[config.mk]
export PLATFORM = sky130hd
export DESIGN_NAME = mem_requester_flat
export DESIGN_NICKNAME = d
export VERILOG_FILES = /design/src/rtl/mem_if_pkg.sv /design/src/rtl/mem_requester_if.sv /design/src/rtl/mem_rsp_pipe.sv /design/src/rtl/mem_requester.sv /design/src/flat_wrapper.sv
export SDC_FILE = /design/constraint.sdc
export NUM_CORES = 1
export LEC_CHECK = 0
export CELL_PAD_IN_SITES_DETAIL_PLACEMENT = 1
export CELL_PAD_IN_SITES_GLOBAL_PLACEMENT = 1
export CORE_ASPECT_RATIO = 1.2
export CORE_UTILIZATION = 23
export CTS_CLUSTER_SIZE = 25
export DETAILED_ROUTE_END_ITERATION = 10
export PLACE_DENSITY_LB_ADDON = 0.1
export SLEW_MARGIN = 10
export SYNTH_ARGS = -nofsm -noshare
export SYNTH_HDL_FRONTEND = slang
export SYNTH_SLANG_ARGS = --single-unit
export TNS_END_PERCENT = 1
[constraint.sdc]
create_clock -name clk -period 3 [get_ports clk]
set_input_delay 0.75 -clock clk [delete_from_list [all_inputs] [get_ports clk]]
set_output_delay 0.75 -clock clk [all_outputs]
set_load 0.01 [all_outputs]
[src/rtl/mem_if_pkg.sv]
// rtl/mem_if_pkg.sv - shared types and defaults for the burst memory requester
package mem_if_pkg;

    localparam int ADDR_W_DEF = 5;
    localparam int DATA_W_DEF = 8;
    localparam int LEN_W_DEF  = 5;

    // Cycles from a read strobe to mem_rdata being valid
    localparam int RD_LATENCY = 1;

    typedef enum logic {
        OP_READ  = 1'b0,
        OP_WRITE = 1'b1
    } op_e;

    typedef enum logic [1:0] {
        IDLE  = 2'd0,
        RD    = 2'd1,
        WR    = 2'd2,
        DRAIN = 2'd3
    } state_e;

endpackage

[src/rtl/mem_requester_if.sv]
// rtl/mem_requester_if.sv - core command/response and memory bus bundle
interface mem_requester_if
    import mem_if_pkg::*;
#(
    parameter int ADDR_W = ADDR_W_DEF,
    parameter int DATA_W = DATA_W_DEF,
    parameter int LEN_W  = LEN_W_DEF
);

    logic              req_valid;
    logic              req_ready;
    logic              req_write;
    logic [ADDR_W-1:0] req_addr;
    logic [LEN_W-1:0]  req_len;

    logic              wdata_valid;
    logic              wdata_ready;
    logic [DATA_W-1:0] wdata;

    logic              rsp_valid;
    logic [DATA_W-1:0] rsp_data;
    logic              rsp_last;
    logic              done;

    logic              mem_read;
    logic              mem_write;
    logic [ADDR_W-1:0] mem_addr;
    logic [DATA_W-1:0] mem_wdata;
    logic [DATA_W-1:0] mem_rdata;

    // Requester side
    modport master (
        input  req_valid, req_write, req_addr, req_len,
        input  wdata_valid, wdata, mem_rdata,
        output req_ready, wdata_ready, rsp_valid, rsp_data, rsp_last, done,
        output mem_read, mem_write, mem_addr, mem_wdata
    );

    // Core plus memory side
    modport slave (
        output req_valid, req_write, req_addr, req_len,
        output wdata_valid, wdata, mem_rdata,
        input  req_ready, wdata_ready, rsp_valid, rsp_data, rsp_last, done,
        input  mem_read, mem_write, mem_addr, mem_wdata
    );

endinterface

[src/rtl/mem_rsp_pipe.sv]
// rtl/mem_rsp_pipe.sv - read-response delay line and data capture register
module mem_rsp_pipe
    import mem_if_pkg::*;
#(
    parameter int DATA_W  = DATA_W_DEF,
    parameter int LATENCY = RD_LATENCY
) (
    input  logic              clk,
    input  logic              rst_,
    input  logic              issue,
    input  logic              issue_last,
    input  logic [DATA_W-1:0] rdata,
    output logic              valid,
    output logic              last,
    output logic [DATA_W-1:0] data
);

    // One extra stage beyond the memory latency for the capture register
    localparam int DEPTH = LATENCY + 1;

    logic [DEPTH-1:0] valid_sr;
    logic [DEPTH-1:0] last_sr;

    // Shift the flags each cycle; grab rdata when the matching read's data is on the bus
    always_ff @(posedge clk or negedge rst_) begin
        if (!rst_) begin
            valid_sr <= '0;
            last_sr  <= '0;
            data     <= '0;
        end else begin
            valid_sr <= {valid_sr[DEPTH-2:0], issue};
            last_sr  <= {last_sr[DEPTH-2:0], issue & issue_last};
            if (valid_sr[LATENCY-1]) begin
                data <= rdata;
            end
        end
    end

    assign valid = valid_sr[DEPTH-1];
    assign last  = last_sr[DEPTH-1];

endmodule

[src/rtl/mem_requester.sv]
// rtl/mem_requester.sv - burst read/write sequencer for a single-port byte memory
module mem_requester
    import mem_if_pkg::*;
#(
    parameter int ADDR_W = ADDR_W_DEF,
    parameter int DATA_W = DATA_W_DEF,
    parameter int LEN_W  = LEN_W_DEF
) (
    input  logic            clk,
    input  logic            rst_,
    mem_requester_if.master bus
);

    state_e            state;
    logic [ADDR_W-1:0] addr;
    logic [LEN_W-1:0]  count;
    logic              wr_done;

    op_e               req_op;
    logic              rd_beat;
    logic              wr_beat;
    logic              last_beat;

    logic              pipe_valid;
    logic              pipe_last;
    logic [DATA_W-1:0] pipe_data;

    assign req_op    = op_e'(bus.req_write);
    assign rd_beat   = (state == RD);
    assign wr_beat   = (state == WR) && bus.wdata_valid;
    assign last_beat = (count == '0);

    // Burst sequencing: latch the command, then step address/count once per beat
    always_ff @(posedge clk or negedge rst_) begin
        if (!rst_) begin
            state   <= IDLE;
            addr    <= '0;
            count   <= '0;
            wr_done <= 1'b0;
        end else begin
            wr_done <= 1'b0;
            case (state)
                IDLE: begin
                    if (bus.req_valid) begin
                        addr  <= bus.req_addr;
                        count <= bus.req_len;
                        state <= (req_op == OP_WRITE) ? WR : RD;
                    end
                end
                RD: begin
                    addr  <= addr + ADDR_W'(1);
                    count <= count - LEN_W'(1);
                    if (last_beat) begin
                        state <= DRAIN;
                    end
                end
                WR: begin
                    if (bus.wdata_valid) begin
                        addr  <= addr + ADDR_W'(1);
                        count <= count - LEN_W'(1);
                        if (last_beat) begin
                            state   <= IDLE;
                            wr_done <= 1'b1;
                        end
                    end
                end
                DRAIN: begin
                    if (pipe_valid && pipe_last) begin
                        state <= IDLE;
                    end
                end
                default: state <= IDLE;
            endcase
        end
    end

    mem_rsp_pipe #(
        .DATA_W  (DATA_W),
        .LATENCY (RD_LATENCY)
    ) u_rsp_pipe (
        .clk        (clk),
        .rst_       (rst_),
        .issue      (rd_beat),
        .issue_last (last_beat),
        .rdata      (bus.mem_rdata),
        .valid      (pipe_valid),
        .last       (pipe_last),
        .data       (pipe_data)
    );

    // Strobes and address are decoded from state so a reset drops them immediately
    assign bus.req_ready   = (state == IDLE);
    assign bus.wdata_ready = (state == WR);
    assign bus.mem_read    = rd_beat;
    assign bus.mem_write   = wr_beat;
    assign bus.mem_addr    = (rd_beat || wr_beat) ? addr : '0;
    assign bus.mem_wdata   = wr_beat ? bus.wdata : '0;

    assign bus.rsp_valid   = pipe_valid;
    assign bus.rsp_last    = pipe_last;
    assign bus.rsp_data    = pipe_data;
    assign bus.done        = wr_done | ((state == DRAIN) && pipe_valid && pipe_last);

endmodule

[src/flat_wrapper.sv]
// flat-port wrapper written by rule: the top's interface ports become plain ports
module mem_requester_flat import mem_if_pkg::*;
#(
    parameter int ADDR_W = ADDR_W_DEF,
    parameter int DATA_W = DATA_W_DEF,
    parameter int LEN_W  = LEN_W_DEF
)
  (clk, rst_, bus_req_valid, bus_req_write, bus_req_addr, bus_req_len, bus_wdata_valid, bus_wdata, bus_mem_rdata, bus_req_ready, bus_wdata_ready, bus_rsp_valid, bus_rsp_data, bus_rsp_last, bus_done, bus_mem_read, bus_mem_write, bus_mem_addr, bus_mem_wdata);
  mem_requester_if #(.ADDR_W(ADDR_W), .DATA_W(DATA_W), .LEN_W(LEN_W)) bus_i ();
  input  logic clk;
  input  logic rst_;
  input wire logic [$bits(bus_i.req_valid)-1:0] bus_req_valid;
  input wire logic [$bits(bus_i.req_write)-1:0] bus_req_write;
  input wire logic [$bits(bus_i.req_addr)-1:0] bus_req_addr;
  input wire logic [$bits(bus_i.req_len)-1:0] bus_req_len;
  input wire logic [$bits(bus_i.wdata_valid)-1:0] bus_wdata_valid;
  input wire logic [$bits(bus_i.wdata)-1:0] bus_wdata;
  input wire logic [$bits(bus_i.mem_rdata)-1:0] bus_mem_rdata;
  output wire logic [$bits(bus_i.req_ready)-1:0] bus_req_ready;
  output wire logic [$bits(bus_i.wdata_ready)-1:0] bus_wdata_ready;
  output wire logic [$bits(bus_i.rsp_valid)-1:0] bus_rsp_valid;
  output wire logic [$bits(bus_i.rsp_data)-1:0] bus_rsp_data;
  output wire logic [$bits(bus_i.rsp_last)-1:0] bus_rsp_last;
  output wire logic [$bits(bus_i.done)-1:0] bus_done;
  output wire logic [$bits(bus_i.mem_read)-1:0] bus_mem_read;
  output wire logic [$bits(bus_i.mem_write)-1:0] bus_mem_write;
  output wire logic [$bits(bus_i.mem_addr)-1:0] bus_mem_addr;
  output wire logic [$bits(bus_i.mem_wdata)-1:0] bus_mem_wdata;
  assign bus_i.req_valid = bus_req_valid;
  assign bus_i.req_write = bus_req_write;
  assign bus_i.req_addr = bus_req_addr;
  assign bus_i.req_len = bus_req_len;
  assign bus_i.wdata_valid = bus_wdata_valid;
  assign bus_i.wdata = bus_wdata;
  assign bus_i.mem_rdata = bus_mem_rdata;
  assign bus_req_ready = bus_i.req_ready;
  assign bus_wdata_ready = bus_i.wdata_ready;
  assign bus_rsp_valid = bus_i.rsp_valid;
  assign bus_rsp_data = bus_i.rsp_data;
  assign bus_rsp_last = bus_i.rsp_last;
  assign bus_done = bus_i.done;
  assign bus_mem_read = bus_i.mem_read;
  assign bus_mem_write = bus_i.mem_write;
  assign bus_mem_addr = bus_i.mem_addr;
  assign bus_mem_wdata = bus_i.mem_wdata;
  mem_requester #(.ADDR_W(ADDR_W), .DATA_W(DATA_W), .LEN_W(LEN_W)) u_core (.clk(clk), .rst_(rst_), .bus(bus_i));
endmodule
==> results of run 1 <==
-- registers in the layout, summed over array words and instances (netlist names) --
name	flops
u_core.u_rsp_pipe.last_sr	2
u_core.addr	5
u_core.u_rsp_pipe.data	8
u_core.state	2
u_core.wr_done	1
u_core.count	5
u_core.u_rsp_pipe.valid_sr	2
-- synth_stat cells --
| library cell | count | share of area |
|---|---|---|
| and2_2 | 1 | 0.0055 |
| nand2_1 | 8 | 0.022 |
| a21oi_1 | 2 | 0.0073 |
| o21ai_1 | 1 | 0.0036 |
| clkbuf_1 | 3 | 0.0082 |
| ha_1 | 8 | 0.073 |
| nor2b_1 | 7 | 0.032 |
| inv_1 | 5 | 0.014 |
| or3b_1 | 1 | 0.0064 |
| a221oi_2 | 1 | 0.011 |
| o211ai_1 | 1 | 0.0055 |
| o21ai_0 | 10 | 0.037 |
| inv_2 | 1 | 0.0027 |
| dfrtp_1 | 25 | 0.46 |
| nand3b_1 | 1 | 0.0055 |
| buf_4 | 2 | 0.011 |
| nor3b_1 | 1 | 0.0055 |
| and3b_1 | 1 | 0.0064 |
| nand2b_1 | 2 | 0.0091 |
| or2_2 | 1 | 0.0046 |
| and2_1 | 2 | 0.0091 |
| mux2_2 | 8 | 0.066 |
| nor2_1 | 7 | 0.019 |
| mux2i_1 | 4 | 0.029 |
| o32ai_2 | 1 | 0.012 |
| nand3_1 | 5 | 0.018 |
| a31o_2 | 1 | 0.0064 |
| a221o_2 | 2 | 0.016 |
| nor3_1 | 4 | 0.015 |
| a222oi_1 | 1 | 0.0073 |
| and3_2 | 8 | 0.044 |
| o22ai_1 | 7 | 0.032 |
-- layout make-up --
class	instances	area, µm²	share of cell area
clock buffer	3	41.3	0.0195
timing repair buffer	63	618	0.292
multi-input combinational	96	698	0.330
tap	80	100	0.0474
sequential	25	626	0.296
inverter	6	22.5	0.0107
clock inverter	1	7.51	0.00355
-- worst max-delay path, delay by kind of cell --
kind / cells / cell delay, ns
simple gates: 3 / 0.37
buf+inv: 2 / 1.04
-- routing by layer --
metal	vias up	part of all wire	routed length, µm	track usage
met5	-	0	0	0
met4	0	0.020	74	0.0624
met3	7	0.055	206	0.0163
met2	40	0.51	1910	0.237
met1	609	0.42	1560	0.151
li1	598	-	-	-
-- logic make-up (layout without fill, tap and decap cells) --
kind of cell / count (synthesis) / in the layout / synth area share
AO/OA/AOI/OAI: 27 / 27 / 0.138
adder cells (fa/ha/maj): 8 / 8 / 0.0731
buffers and inverters: 11 / 73 / 0.0356
flip-flops: 25 / 25 / 0.457
multiplexers: 12 / 12 / 0.0950
AND/OR/NAND/NOR: 49 / 49 / 0.202
-- power by group --
part	internal [mW]	leakage, nW	switching [mW]	total, mW
registers	0.339	0.332	0.00240	0.341
logic	0.0411	0.562	0.0204	0.0615
clock network	0.0943	0.0217	0.115	0.209
-- stage by stage --
stage	utilization	power, mW	hold WS, ns
3_5_place_dp	0.361	0.411	0.342
3_3_place_gp	0.361	0.409	0.349
4_1_cts	0.370	0.623	0.365
5_1_grt	0.370	0.640	0.375
6_report	0.370	0.612	0.362
2_1_floorplan	-	0.357	0.331
-- worst paths after layout --
| check | start | to | depth (start not counted) |
|---|---|---|---|
| setup / recovery | bus_wdata_valid | bus_mem_addr[0] | 5 |
| hold / removal | u_core.u_rsp_pipe.last_sr[0]$_DFF_PN0_ | u_core.u_rsp_pipe.last_sr[1]$_DFF_PN0_ | 0 |
| hold reg to reg | u_core.u_rsp_pipe.last_sr[0]$_DFF_PN0_ | u_core.u_rsp_pipe.last_sr[1]$_DFF_PN0_ | 0 |
| min in group asynchronous | rst_ | u_core.addr[3]$_DFFE_PN0P_ | 2 |
| max in group asynchronous | rst_ | u_core.addr[0]$_DFFE_PN0P_ | 2 |
| setup reg to reg | u_core.state[0]$_DFFE_PN0P_ | u_core.addr[4]$_DFFE_PN0P_ | 6 |
==> run metrics, run 1 <==
Max stage delay cell, worst path=clkdlybuf4s50_1; clock sink total=25; Post-CTS Resized=1; Net Count, Synth=~170; postcts setup bufs=0; Syn Area/Cell=just over 10 µm²; Remaining Overflow, GRT=0; slowest stage delay, CP=around 0.56 ns; fin crit period=roughly 2.9 ns; clk_lat worst skew=roughly 0.27 ns; CP most frequent cell=clkdlybuf4s50_1; Clock Tree Buf Depth=2; PnR worst setup slack=0.0821 ns; CTS tree=done; slew margin rel.=0.569; Worst Hold Class=flip-flop to flip-flop; DR pass1 iterations=4; clk root buf=clkbuf_8; Post-Route Skew=0.00320 ns; 1st-iter DRT viols=16; register area share after synthesis=0.457; Placed Area=between 2000 and 2500 µm²; chip height=86.5 µm; DR vias=between 1000 and 1500; yosys warns=0; CTS buffer count=3; htree depth=1; hpwl dp=around 2.9 mm; RSZ-0062 raised after global routing=false; Final Hold Fails=0; row count=30; Final Max Tran Viols=0; placed cells=270; CP required=2.25 ns; IO Port Bufs=58; Final ANT Viol Nets=0; Nets=between 200 and 250; Die Width=72.5 µm; Tcrit/Tclk final=0.973; number of distinct library cells after synthesis=32; Post-Syn Instances=132; RD Place Congestion=roughly 0.74; reg-to-reg setup timing slack=just over 0.8 ns; commonest non-fill, non-tap cells in the layout=clkdlybuf4s50_1, dfrtp_1, o21ai_0; Via density=4.58; Post-CTS Hold Buffers=0; fmax=~340 MHz; Max Cap Violations=0; clock-pin slew on the worst setup and hold paths=0.09 ns; status=finished, final reports clean; Area Overhead vs Synth=54.2%; Inserted Diodes=0; Wirelength per Cell=between 10 and 15 µm; Die ar.=approximately 6300 µm²; commonest non-fill, non-tap cell in the layout=clkdlybuf4s50_1; share of post-route cells with drive strength above 1=0.175; Yosys reg bits=25; GR Util All Layers=0.131; Core Region=5710 µm²; dpl ws=-0.0266 ns; critical path class=input port to output port; fin cells=around 270; first-pass GRT wire length=about 6.3 mm; Power Density=approximately 290 nW/µm²; Initial Utilization=0.240; Leakage Power=just over 0.9 nW; DRC Markers=0; Final Cell Area=2110 µm²; Worst setup SP type=input port; crit path DAT=2.17 ns; fill cell count=654; Worst Setup End Kind=output port; Slew @ Worst Pin=0.647 ns; Max FO, Critical Path=5; Cell Chain, Critical Path=clkdlybuf4s50_1, and2_2, nor2_2, nor2b_1, clkdlybuf4s50_1; vias in the first global route=1338; Total Neg Setup Slack=0 ns; initial antenna violation count=0; I/O pins=59; Total Routed Length=roughly 3.7 mm; Final setup violation count=0; largest net degree at the start of global routing=26; area of the mapped netlist=1370 µm²; Worst VDD drop=roughly 0.18 mV
Note: power is estimated with default switching activity, not from simulation.
==> run 2: changes to the inputs <==
- SETUP_SLACK_MARGIN: default -> 0.05
==> run 2 against run 1 <==
Cell area rose by 0.12%. Cell count did not move. Via count fell by 0.16%. Count of clock-buffer cells in the layout did not move. Core utilization barely moved. Register-to-register slack barely moved. Sequential power barely moved. Setup slack improved by 0.048 ns. Wire length barely moved. Non-clock buffer count did not move.
==> run metrics, run 2 (same netlist as run 1, synthesis figures left out) <==
DRC Markers=0 (unchanged); commonest non-fill, non-tap cells in the layout=clkdlybuf4s50_1, dfrtp_1, o21ai_0; htree depth=1 (unchanged); Leakage Power=0.934 nW (+2.0%); Slew @ Worst Pin=0.646 ns (-0.000871 ns); status=finished, final reports clean; Post-CTS Hold Buffers=0 (unchanged); Max Cap Violations=0 (unchanged); dpl ws=-0.0266 ns (unchanged); Worst setup SP type=input port; Inserted Diodes=0 (unchanged); Hold Slack=0.362 ns (unchanged); crit path DAT=2.12 ns (-0.05 ns); Final Max Tran Viols=0 (unchanged); RD Place Congestion=0.740 (unchanged); critical path class=input port to output port; Overall Power=0.612 mW (about the same); Post-Route Skew=0.00320 ns (unchanged); PnR worst setup slack=0.130 ns (+0.0482 ns); Final setup violation count=0 (unchanged); Remaining Overflow, GRT=0 (unchanged); Wirelength per Cell=13.7 µm (about the same); Area Overhead vs Synth=54.4%; clock-pin slew on the worst setup and hold paths=0.09 ns (about the same); CTS tree=done; clk root buf=clkbuf_8; GR Util All Layers=0.131 (unchanged); Final ANT Viol Nets=0 (unchanged); Clock Tree Buf Depth=2 (unchanged); Tcrit/Tclk final=0.957 (-0.0161); Placed Area=2060 µm² (unchanged); Die Width=72.5 µm (unchanged); Util after Layout=0.371 (+0.000438); CP required=2.25 ns (about the same); clock sink total=25 (unchanged); vias in the first global route=1338 (unchanged); clk_lat worst skew=0.27 ns (about the same); I/O pins=59 (unchanged); commonest non-fill, non-tap cell in the layout=clkdlybuf4s50_1; largest registers=u_core.u_rsp_pipe.data (8), u_core.addr (5), u_core.count (5); Multi-input gate area=698 µm² (unchanged); slowest stage delay, CP=0.54 ns (-0.02 ns); Core Region=5710 µm² (unchanged); Total Routed Length=3.75 mm (about the same); fin crit period=2.87 ns (-0.0482 ns); Cell Chain, Critical Path=clkdlybuf4s50_1, and2_2, nor2_2, nor2b_1, clkdlybuf4s50_1; sum of buffers and inverters on the critical path=2 (unchanged); IO Port Bufs=58 (unchanged); Max stage delay cell, worst path=clkdlybuf4s50_1; placed cells=270 (unchanged); Final Cell Area=2120 µm² (+0.12%); fmax=348 MHz (+1.7%); CP most frequent cell=clkdlybuf4s50_1; Initial Utilization=0.240 (unchanged); Max FO, Critical Path=5 (unchanged); row count=30 (unchanged); DR vias=1252 (-0.16%); Worst Hold Class=flip-flop to flip-flop; Reg area=626 µm² (unchanged); RSZ-0062 raised after global routing=true; fill cell count=653 (-0.15%); Worst Setup End Kind=output port; DR pass1 iterations=4 (unchanged); hpwl dp=2.91 mm (unchanged); Largest Register=u_core.u_rsp_pipe.data; largest net degree at the start of global routing=26 (unchanged); share of post-route cells with drive strength above 1=0.175 (unchanged); first-pass GRT wire length=6.35 mm (unchanged); crit-path leading delay family=buffers and inverters; Die ar.=6270 µm² (unchanged); slew margin rel.=0.569 (+0.000581); Power Density=289 nW/µm² (-0.11%); Total Neg Setup Slack=0 ns (unchanged); 1st-iter DRT viols=16 (unchanged); initial antenna violation count=0 (unchanged); Nets=234 (unchanged); chip height=86.5 µm (unchanged); Via density=4.57 (-0.16%); max FFs per register=8 (unchanged); Worst VDD drop=0.182 mV (unchanged); Final Hold Fails=0 (unchanged); fin cells=274 (unchanged); CTS buffer count=3 (unchanged)
## run 2: cell count changes in the layout (fill, tap and decap cells not counted)
cell             previous run  this run
clkdlybuf4s50_1            58        57
dlymetal6s2s_1              0         1
## run 2: cell type report
| type | instances | share of cell area |
|---|---|---|
| Multi-Input combinational cell | 96 | 0.330 |
| Sequential cell | 25 | 0.296 |
| Timing Repair Buffer | 63 | 0.293 |
| Tap cell | 80 | 0.0473 |
| Clock buffer | 3 | 0.0195 |
| Inverter | 6 | 0.0106 |
| Clock inverter | 1 | 0.00355 |
## run 2: per-layer routing
metal,track usage,vias up,routed length [µm]
met4,0.0624,0,74
met1,0.151,607,1560
met2,0.237,40,1910
met5,0,-,0
met3,0.0163,7,206
li1,-,598,-
## run 2: repair_timing
item                                    CTS  global route
buffers inserted                          0             0
gates resized for setup                   1             1
endpoints found under the setup margin    5             2
## run 2: path summary, 6_finish.rpt
check | startpoint | endpoint | slack [ns] | depth (start not counted)
hold reg to reg | u_core.u_rsp_pipe.last_sr[0]$_DFF_PN0_ | u_core.u_rsp_pipe.last_sr[1]$_DFF_PN0_ | 0.36 | 0
hold / removal | u_core.u_rsp_pipe.last_sr[0]$_DFF_PN0_ | u_core.u_rsp_pipe.last_sr[1]$_DFF_PN0_ | 0.36 | 0
setup / recovery | bus_wdata_valid | bus_mem_addr[4] | 0.13 | 5
setup reg to reg | u_core.state[0]$_DFFE_PN0P_ | u_core.addr[4]$_DFFE_PN0P_ | 0.81 | 6
min in group asynchronous | rst_ | u_core.addr[3]$_DFFE_PN0P_ | 0.83 | 2
max in group asynchronous | rst_ | u_core.addr[0]$_DFFE_PN0P_ | 1.92 | 2
## run 2: power by group
part	switching [mW]	total (mW)	internal, mW
Combinational	0.0204	0.0615	0.0411
Clock	0.115	0.209	0.0943
Sequential	0.00240	0.341	0.339
Total	0.138	0.612	0.474
## run 2: worst reg2reg max path: cells and delay by family (launching register included)
family / cells / cell delay, ns
adder cells (fa/ha/maj): 1 / 0.58
buffers and inverters: 1 / 0.11
AO/OA/AOI/OAI: 2 / 0.50
AND/OR/NAND/NOR: 2 / 0.48
flip-flops: 1 / 0.41
==> run 3: changes to the inputs <==
- SKIP_CTS_REPAIR_TIMING: default -> 1
==> run 3 against run 2 <==
Sequential share of layout area unchanged. Global-route usage about the same. Highest routed layer unchanged. Clock power about the same. Maximum frequency about the same. Count of clock-buffer cells in the layout unchanged. Critical path type unchanged. Via count about the same. Worst hold slack about the same. Cell area unchanged. Register-to-register slack about the same. Total power about the same. Combinational power about the same.
==> run metrics, run 3 (same netlist as run 1, synthesis figures left out) <==
max FFs per register=8 (unchanged); Initial Utilization=0.240 (unchanged); status=finished, final reports clean; Worst VDD drop=0.182 mV (unchanged); vias in the first global route=1340 (+0.15%); Remaining Overflow, GRT=0 (unchanged); Worst Hold Class=flip-flop to flip-flop; dpl ws=-0.0266 ns (unchanged); clk root buf=clkbuf_8; Total Neg Setup Slack=0 ns (unchanged); fin crit period=2.87 ns (-0.00125 ns); RD Place Congestion=0.740 (unchanged); CTS buffer count=3 (unchanged); commonest non-fill, non-tap cells in the layout=clkdlybuf4s50_1, dfrtp_1, o21ai_0; Util after Layout=0.371 (unchanged); DRC Markers=0 (unchanged); crit path DAT=2.12 ns (about the same); initial antenna violation count=0 (unchanged); Total Routed Length=3.75 mm (+0.11%); DR pass1 iterations=4 (unchanged); clk_lat worst skew=0.27 ns (about the same); Power Density=289 nW/µm² (about the same); Multi-input gate area=698 µm² (unchanged); fmax=349 MHz (about the same); Final setup violation count=0 (unchanged); CP most frequent cell=clkdlybuf4s50_1; Final Max Tran Viols=0 (unchanged); Max Cap Violations=0 (unchanged); Via density=4.57 (about the same); Hold Slack=0.362 ns (+0.0000230 ns); Tcrit/Tclk final=0.956 (about the same); Final ANT Viol Nets=0 (unchanged); Inserted Diodes=0 (unchanged); largest registers=u_core.u_rsp_pipe.data (8), u_core.addr (5), u_core.count (5); hpwl dp=2.91 mm (unchanged); clock-pin slew on the worst setup and hold paths=0.09 ns (about the same); IO Port Bufs=58 (unchanged); Post-Route Skew=0.00352 ns (+0.000316 ns); clock sink total=25 (unchanged); Psw=0.138 mW (about the same); GR Util All Layers=0.131 (+0.000245); first-pass GRT wire length=6.35 mm (about the same); Area Overhead vs Synth=54.4% (unchanged); 1st-iter DRT viols=17 (+1); Largest Register=u_core.u_rsp_pipe.data; CP required=2.25 ns (about the same); share of post-route cells with drive strength above 1=0.175 (unchanged); htree depth=1 (unchanged); Clk network pwr share=0.342 (about the same); Max FO, Critical Path=5 (unchanged); PnR worst setup slack=0.132 ns (+0.00125 ns); slew margin rel.=0.570 (about the same); Die ar.=6270 µm² (unchanged); DR vias=1253 (+0.080%); Final Hold Fails=0 (unchanged); Comb pwr share=0.101 (about the same); chip height=86.5 µm (unchanged); Slew @ Worst Pin=0.646 ns (-0.000426 ns); Internal=0.474 mW (about the same); Die Width=72.5 µm (unchanged); Leakage Power=0.934 nW (unchanged); sw frac=0.225 (about the same); Worst Setup End Kind=output port; largest net degree at the start of global routing=26 (unchanged); commonest non-fill, non-tap cell in the layout=clkdlybuf4s50_1; fill cell count=653 (unchanged); row count=30 (unchanged); CTS tree=done; I/O pins=59 (unchanged); Nets=234 (unchanged); RSZ-0062 raised after global routing=true; Clock Tree Buf Depth=2 (unchanged); Cell Chain, Critical Path=clkdlybuf4s50_1, and2_2, nor2_2, nor2b_1, clkdlybuf4s50_1; Wirelength per Cell=13.7 µm (+0.11%); critical path class=input port to output port; Reg area=626 µm² (unchanged); Overall Power=0.612 mW (about the same); Core Region=5710 µm² (unchanged); Max stage delay cell, worst path=clkdlybuf4s50_1; Worst setup SP type=input port; Flop pwr share=0.558 (about the same); slowest stage delay, CP=0.54 ns (about the same)
-- run 3: cell counts in the layout (fill, tap and decap cells not counted) --
Identical to the previous run, type by type.
-- run 3: worst paths after layout --
kind | startpoint | end | slack (ns) | cells past startpoint
worst max register to register | u_core.state[0]$_DFFE_PN0P_ | u_core.addr[4]$_DFFE_PN0P_ | 0.81 | 6
worst max-delay path | bus_wdata_valid | bus_mem_addr[4] | 0.13 | 5
worst min-delay path | u_core.u_rsp_pipe.last_sr[0]$_DFF_PN0_ | u_core.u_rsp_pipe.last_sr[1]$_DFF_PN0_ | 0.36 | 0
worst min register to register | u_core.u_rsp_pipe.last_sr[0]$_DFF_PN0_ | u_core.u_rsp_pipe.last_sr[1]$_DFF_PN0_ | 0.36 | 0
min in group asynchronous | rst_ | u_core.addr[3]$_DFFE_PN0P_ | 0.83 | 2
max in group asynchronous | rst_ | u_core.addr[0]$_DFFE_PN0P_ | 1.92 | 2
-- run 3: power groups by stage --
| stage | clock network (mW) | logic (mW) | registers [mW] |
|---|---|---|---|
| final | 0.209 | 0.0615 | 0.341 |
| after global routing | 0.230 | 0.0676 | 0.342 |
| after CTS | 0.219 | 0.0630 | 0.341 |
| after detailed placement | 0 | 0.0628 | 0.348 |
| after global placement | 0 | 0.0616 | 0.348 |
| after floorplan | 0 | 0.00994 | 0.347 |
-- run 3: layout make-up --
type	instances	share of cell area
inverter	6	0.0106
tap	80	0.0473
sequential	25	0.296
multi-input combinational	96	0.330
timing repair buffer	63	0.293
clock inverter	1	0.00355
clock buffer	3	0.0195
-- run 3: stage by stage --
stage,std cells,area [µm²]
final,274,2120
after floorplan,132,1370
after global placement,270,2060
after CTS,274,2110
after global routing,274,2120
after detailed placement,270,2060
-- run 3: metal layers --
layer / vias up / track usage / wire length [µm]
li1: 598 / - / -
met1: 608 / 0.151 / 1560
met2: 40 / 0.238 / 1910
met3: 7 / 0.0163 / 206
met4: 0 / 0.0624 / 74
met5: - / 0 / 0
-- run 3: critical path, delay by kind of cell --
| family | cells | cell delay, ns |
|---|---|---|
| buf+inv | 2 | 1.02 |
| simple gates | 3 | 0.35 |
